$ cat src/rtl/rr_stream_mux.sv
// ---------------------------------------------------------------------------
// rr_stream_mux
//
// Round-robin stream multiplexer. It merges N_CH valid/ready producer
// streams into a single registered output stream. The arbiter scans the
// channels starting at rr_ptr and grants the first valid one. The pointer
// then moves to the channel after the winner, so continuously valid
// channels are served in strict rotation.
//
// Parameters
//   N_CH   number of input channels (2..16)
//   WIDTH  data bits per channel
//   SEL_W  channel index width, derived from N_CH (do not override)
//
// Ports
//   clk        rising-edge clock
//   reset      asynchronous, active-high reset
//   in_valid   per-channel data valid
//   in_data    channel i occupies bits [i*WIDTH +: WIDTH]
//   in_ready   per-channel accept, one-hot or zero
//   out_valid  registered output valid
//   out_data   registered output data
//   out_sel    index of the channel that produced out_data
//   out_ready  consumer accept
//   grant_cnt  (RR_STREAM_MUX_CNT_EN only) one 16-bit wrapping transfer
//              counter per channel, channel i at [i*16 +: 16]
//
// Build option
//   RR_STREAM_MUX_CNT_EN  define to add the per-channel grant counters and
//                         the grant_cnt port.
// ---------------------------------------------------------------------------
module rr_stream_mux #(
  parameter int N_CH  = 4,
  parameter int WIDTH = 8,
  parameter int SEL_W = $clog2(N_CH)
) (
  input  logic                  clk,
  input  logic                  reset,
  input  logic [N_CH-1:0]       in_valid,
  input  logic [N_CH*WIDTH-1:0] in_data,
  output logic [N_CH-1:0]       in_ready,
  output logic                  out_valid,
  output logic [WIDTH-1:0]      out_data,
  output logic [SEL_W-1:0]      out_sel,
  input  logic                  out_ready
`ifdef RR_STREAM_MUX_CNT_EN
  ,
  output logic [N_CH*16-1:0]    grant_cnt
`endif
);

  logic [SEL_W-1:0] rr_ptr;
  logic [SEL_W-1:0] grant;
  logic [SEL_W-1:0] rr_next;
  logic             any_valid;
  logic             load_en;
  logic             transfer;

  // The output register can take a new word when it is empty or when the
  // word it holds is being consumed on this same edge.
  assign load_en = !out_valid || out_ready;

  // Search order is rr_ptr, rr_ptr+1, ..., wrapping modulo N_CH. The loop
  // runs from the farthest offset down to offset 0, so the valid channel
  // closest to rr_ptr writes grant last and wins.
  // NOTE: every output of this block is given a default value before the
  // loop, so no path leaves a variable unassigned and no latch is inferred.
  always_comb begin
    logic [SEL_W:0] idx;
    any_valid = 1'b0;
    grant     = '0;
    for (int k = N_CH - 1; k >= 0; k--) begin
      idx = {1'b0, rr_ptr} + (SEL_W + 1)'(k);
      if (idx >= (SEL_W + 1)'(N_CH)) begin
        idx = idx - (SEL_W + 1)'(N_CH);
      end
      if (in_valid[idx[SEL_W-1:0]]) begin
        any_valid = 1'b1;
        grant     = idx[SEL_W-1:0];
      end
    end
  end

  // The reset term keeps in_ready at zero for as long as reset is held.
  assign transfer = any_valid && load_en && !reset;
  assign in_ready = transfer ? (N_CH'(1) << grant) : '0;

  // The pointer moves to the channel after the winner. N_CH need not be a
  // power of two, so the wrap is explicit.
  assign rr_next = (grant == SEL_W'(N_CH - 1)) ? '0 : grant + SEL_W'(1);

  // NOTE: registers are updated with non-blocking assignments. Every
  // always_ff block then samples values from before the edge, whatever
  // order the simulator runs the blocks in.
  always_ff @(posedge clk or posedge reset) begin
    if (reset) begin
      out_valid <= 1'b0;
      out_data  <= '0;
      out_sel   <= '0;
      rr_ptr    <= '0;
    end else if (transfer) begin
      // A load covers the consume-and-load case: out_valid stays 1.
      out_valid <= 1'b1;
      out_data  <= in_data[grant*WIDTH +: WIDTH];
      out_sel   <= grant;
      rr_ptr    <= rr_next;
    end else if (out_ready) begin
      // Output drained with nothing new to load. Data and index hold.
      out_valid <= 1'b0;
    end
  end

`ifdef RR_STREAM_MUX_CNT_EN
  logic [15:0] cnt_q [N_CH];

  // NOTE: this array is a small set of flip-flops, not a RAM macro, so
  // resetting it is cheap and it is required to clear the counters.
  always_ff @(posedge clk or posedge reset) begin
    if (reset) begin
      for (int i = 0; i < N_CH; i++) begin
        cnt_q[i] <= '0;
      end
    end else if (transfer) begin
      cnt_q[grant] <= cnt_q[grant] + 16'd1;
    end
  end

  for (genvar i = 0; i < N_CH; i++) begin : g_cnt_out
    assign grant_cnt[i*16 +: 16] = cnt_q[i];
  end
`endif

endmodule

$ cat config.mk
export PLATFORM = sky130hd
export DESIGN_NAME = rr_stream_mux
export DESIGN_NICKNAME = d
export VERILOG_FILES = /design/src/rtl/rr_stream_mux.sv
export SDC_FILE = /design/constraint.sdc
export NUM_CORES = 1
export LEC_CHECK = 0
export CELL_PAD_IN_SITES_DETAIL_PLACEMENT = 0
export CELL_PAD_IN_SITES_GLOBAL_PLACEMENT = 1
export CORE_MARGIN = 3
export CORE_UTILIZATION = 25
export CTS_CLUSTER_DIAMETER = 200
export DETAILED_ROUTE_END_ITERATION = 16
export GPL_TIMING_DRIVEN = 0
export HOLD_SLACK_MARGIN = 0.1
export PLACE_DENSITY_LB_ADDON = 0.1
export SLEW_MARGIN = 30
export SYNTH_ARGS = -nofsm -noshare
export SYNTH_HDL_FRONTEND = slang
export SYNTH_SLANG_ARGS = --single-unit
$ cat constraint.sdc
create_clock -name clk -period 2.1 [get_ports clk]
set_clock_uncertainty 0.2 [all_clocks]
set_input_delay 0.21 -clock clk [delete_from_list [all_inputs] [get_ports clk]]
set_output_delay 0.21 -clock clk [all_outputs]
set_load 0.01 [all_outputs]
==> out/metrics.yaml <==
antenna_cells: 0
ctsHoldBuffers: 0
register_area_um2: 325
multi_input_area_um2: 543
start_kind: "register"
yosysSeqAreaShare_pct: 39.2
syn_inst: 90
fin_area_um2: 1630
r2r-end: "out_data[3]"
crit_path_cell_trace: "nor2b_2, a21o_1, a211o_4, inv_4, ha_4, and2_4, buf_6"
synth_cell_types: 25
core_um2: 3100
wl_per_cell_um: 14.1
nFillCells: 311
holdWs_ns: 0.143
yosys_warnings: 0
synth_common_cells: "21 x nand2_1, 14 x mux2i_1, 13 x dfrtp_1"
die_h_um: 63.6
min_path_type: "in -> async"
p_per_area_nw_per_um2: 952
final_nets: 199
fmax_mhz: 480
async_flop_share_pct: 100
grt-ovfl-total: 0
cp_num_buf_inv: 2
num_io_pins: 54
worstMarginPinSlew_ns: 0.469
cts_buffer_depth: 2
syn_avg_cell_area_um2: 9.22
path_depth: 7
critPathCapture: "in_ready[3]"
track_usage_pct: 15.3
rsz0062_at_grt: "true"
clk_latency_ns: 0.27
antenna_left: 0
dpl_cell_area_um2: 1420
post-synth-top-count-cell: "nand2_1"
startpoint: "rr_ptr[0]"
swShare_pct: 37.1
r2r_start: "rr_ptr[0]"
ys_ff_latch: 13
syn-cell-area_um2: 830
p_switching_mw: 0.577
slowest_delay_ns: 0.39
h-tree-depth: 1
synth_edf_count: 0
grt_start_max_net_pins: 16
run_status: "completed"
seqPwrFrac_pct: 26.6
synth.area.top_cells: "dfrtp_1 39%, mux2i_1 17%, nand2_1 9.5%"
arrival_ns: 1.67
clockPowerShare_pct: 10.1
cap_violations: 0
cp_max_fo: 3
final_cells: 202
finalMaxSlewViolations: 0
worst_setup_path_end_kind: "output port"
path_clk_slew_ns: 0.08
setup_viol: 0
rr_worst_depth: 8
grt_pass1_wl_um: 4860
synthFlopType: "dfrtp_1"
dp.cells: 187
p_leak_nw: 0.733
ir_drop_mv: 0.345
gp_congestion: 0.736
io_buffer_count: 53
dp_hpwl_um: 2020
grt_pass1_vias: 1067
fin_crit_sh_pct: 99.3
die_x_um: 63.6
synth_top_cell_area_share_pct: 39.2
syn_nets: 130
numCtsBuffers: 3
drt_iter0_drc: 50
cp_top_family: "compound AO/OA/AOI/OAI gates"
dieArea_um2: 4050
cts_tree: "yes"
drt_wl_total_um: 2850
path_class: "reg -> out"
cts_sinks: 13
syn2layout_area_growth_pct: 96.8
rows: 20
slowest_stage: "dfrtp_1"
final_layout_size_suffix_gt1_share_pct: 22.2
dr.pass1.iters: 4
tns_ns: 0
antenna_found_initial: 0
min_period_ns: 2.08
r2r_slack_ns: 0.20
critical_path_required_ns: 1.69
pwr-share-comb_pct: 63.4
intPower_mw: 0.979
root_buffer: "clkbuf_4"
drc: 0
hold_viol: 0
start_util_pct: 26.7
slew-limit-headroom_pct: 68.7
synth_top_cell_by_area: "dfrtp_1"
vias: 950
vias_per_cell: 4.70
state kept, by name (all words and copies together), names as in the netlist:
| register | count |
|---|---|
| out_data | 8 |
| rr_ptr | 2 |
| out_valid | 1 |
| out_sel | 2 |
final cells by class:
type | instances | area share, %
Buffer | 1 | 0.230
Inverter | 5 | 2.30
Multi-Input combinational cell | 69 | 33.3
Tap cell | 44 | 3.37
Sequential cell | 13 | 19.9
Clock buffer | 4 | 1.61
Timing Repair Buffer | 66 | 39.3
timing repair:
action | 4_1_cts | 5_1_grt
buffers inserted | 12 | 1
endpoints found under the hold margin | 0 | 0
pin swaps | 5 | 3
setup endpoints to repair | 12 | 5
gates resized for setup | 33 | 13
cells in the final DEF, fill, tap and decap left out, types with 2 or more instances in the layout:
cell,netlist,final
clkdlybuf4s50_1,0,45
nand2_1,21,19
mux2i_1,14,14
dfrtp_1,13,13
buf_4,0,11
o221ai_1,7,7
buf_6,1,4
nor2_1,5,3
clkbuf_4,0,3
dlygate4sd2_1,0,3
nand2b_1,3,2
inv_1,3,2
a21o_1,2,2
nand2_4,1,2
nand3_1,2,2
clkbuf_1,2,2
o2111ai_1,2,2
o21ai_0,2,2
nor2_4,0,2
power groups by stage:
stage	sequential, mW	clock, mW	combinational [mW]
6_report	0.413	0.156	0.985
5_1_grt	0.432	0.180	1.08
4_1_cts	0.413	0.164	0.925
3_5_place_dp	0.425	0	0.746
3_3_place_gp	0.420	0	0.740
2_1_floorplan	0.455	0	0.357
through the flow:
stage | setup slack [ns] | power [mW] | util, %
floorplan | 0.200 | 0.812 | -
global placement | -0.924 | 1.16 | 45.6
detailed placement | -0.939 | 1.17 | 45.6
CTS | 0.0340 | 1.50 | 50.6
global route | -0.0685 | 1.69 | 52.6
finish | 0.0154 | 1.56 | 52.6
cells by family after synthesis:
| family | synth area share (%) |
|---|---|
| AO/OA/AOI/OAI | 17.6 |
| flip-flops | 39.2 |
| adder cells (fa/ha/maj) | 1.51 |
| AND/OR/NAND/NOR | 19.6 |
| buffers and inverters | 5.13 |
| multiplexers | 16.9 |
worst min-delay path, cell delays in order:
cell	delay, ns
clkdlybuf4s50_1	0.44
clkinvlp_4	0.11
buf_4	0.23
routing by layer:
metal  global-route usage [%]  vias to the layer above  wire [um]
met3                     4.63                        4        280
met4                     5.93                        0         44
met1                     17.9                      445       1120
met5                        0                        -          0
met2                     25.8                       43       1400
li1                         -                      458          -
worst min path at each step:
stage / startpoint / to / slack, ns / depth (start not counted)
2_1_floorplan: reset / out_data[0] / -0.09 / 1
3_3_place_gp: out_sel[0] / out_sel[0] / 0.26 / 2
3_5_place_dp: out_sel[0] / out_sel[0] / 0.27 / 2
4_1_cts: reset / out_data[4] / 0.15 / 3
5_1_grt: reset / out_data[7] / 0.16 / 3
6_report: reset / out_data[7] / 0.14 / 3
(Power assumes the default switching activity.)
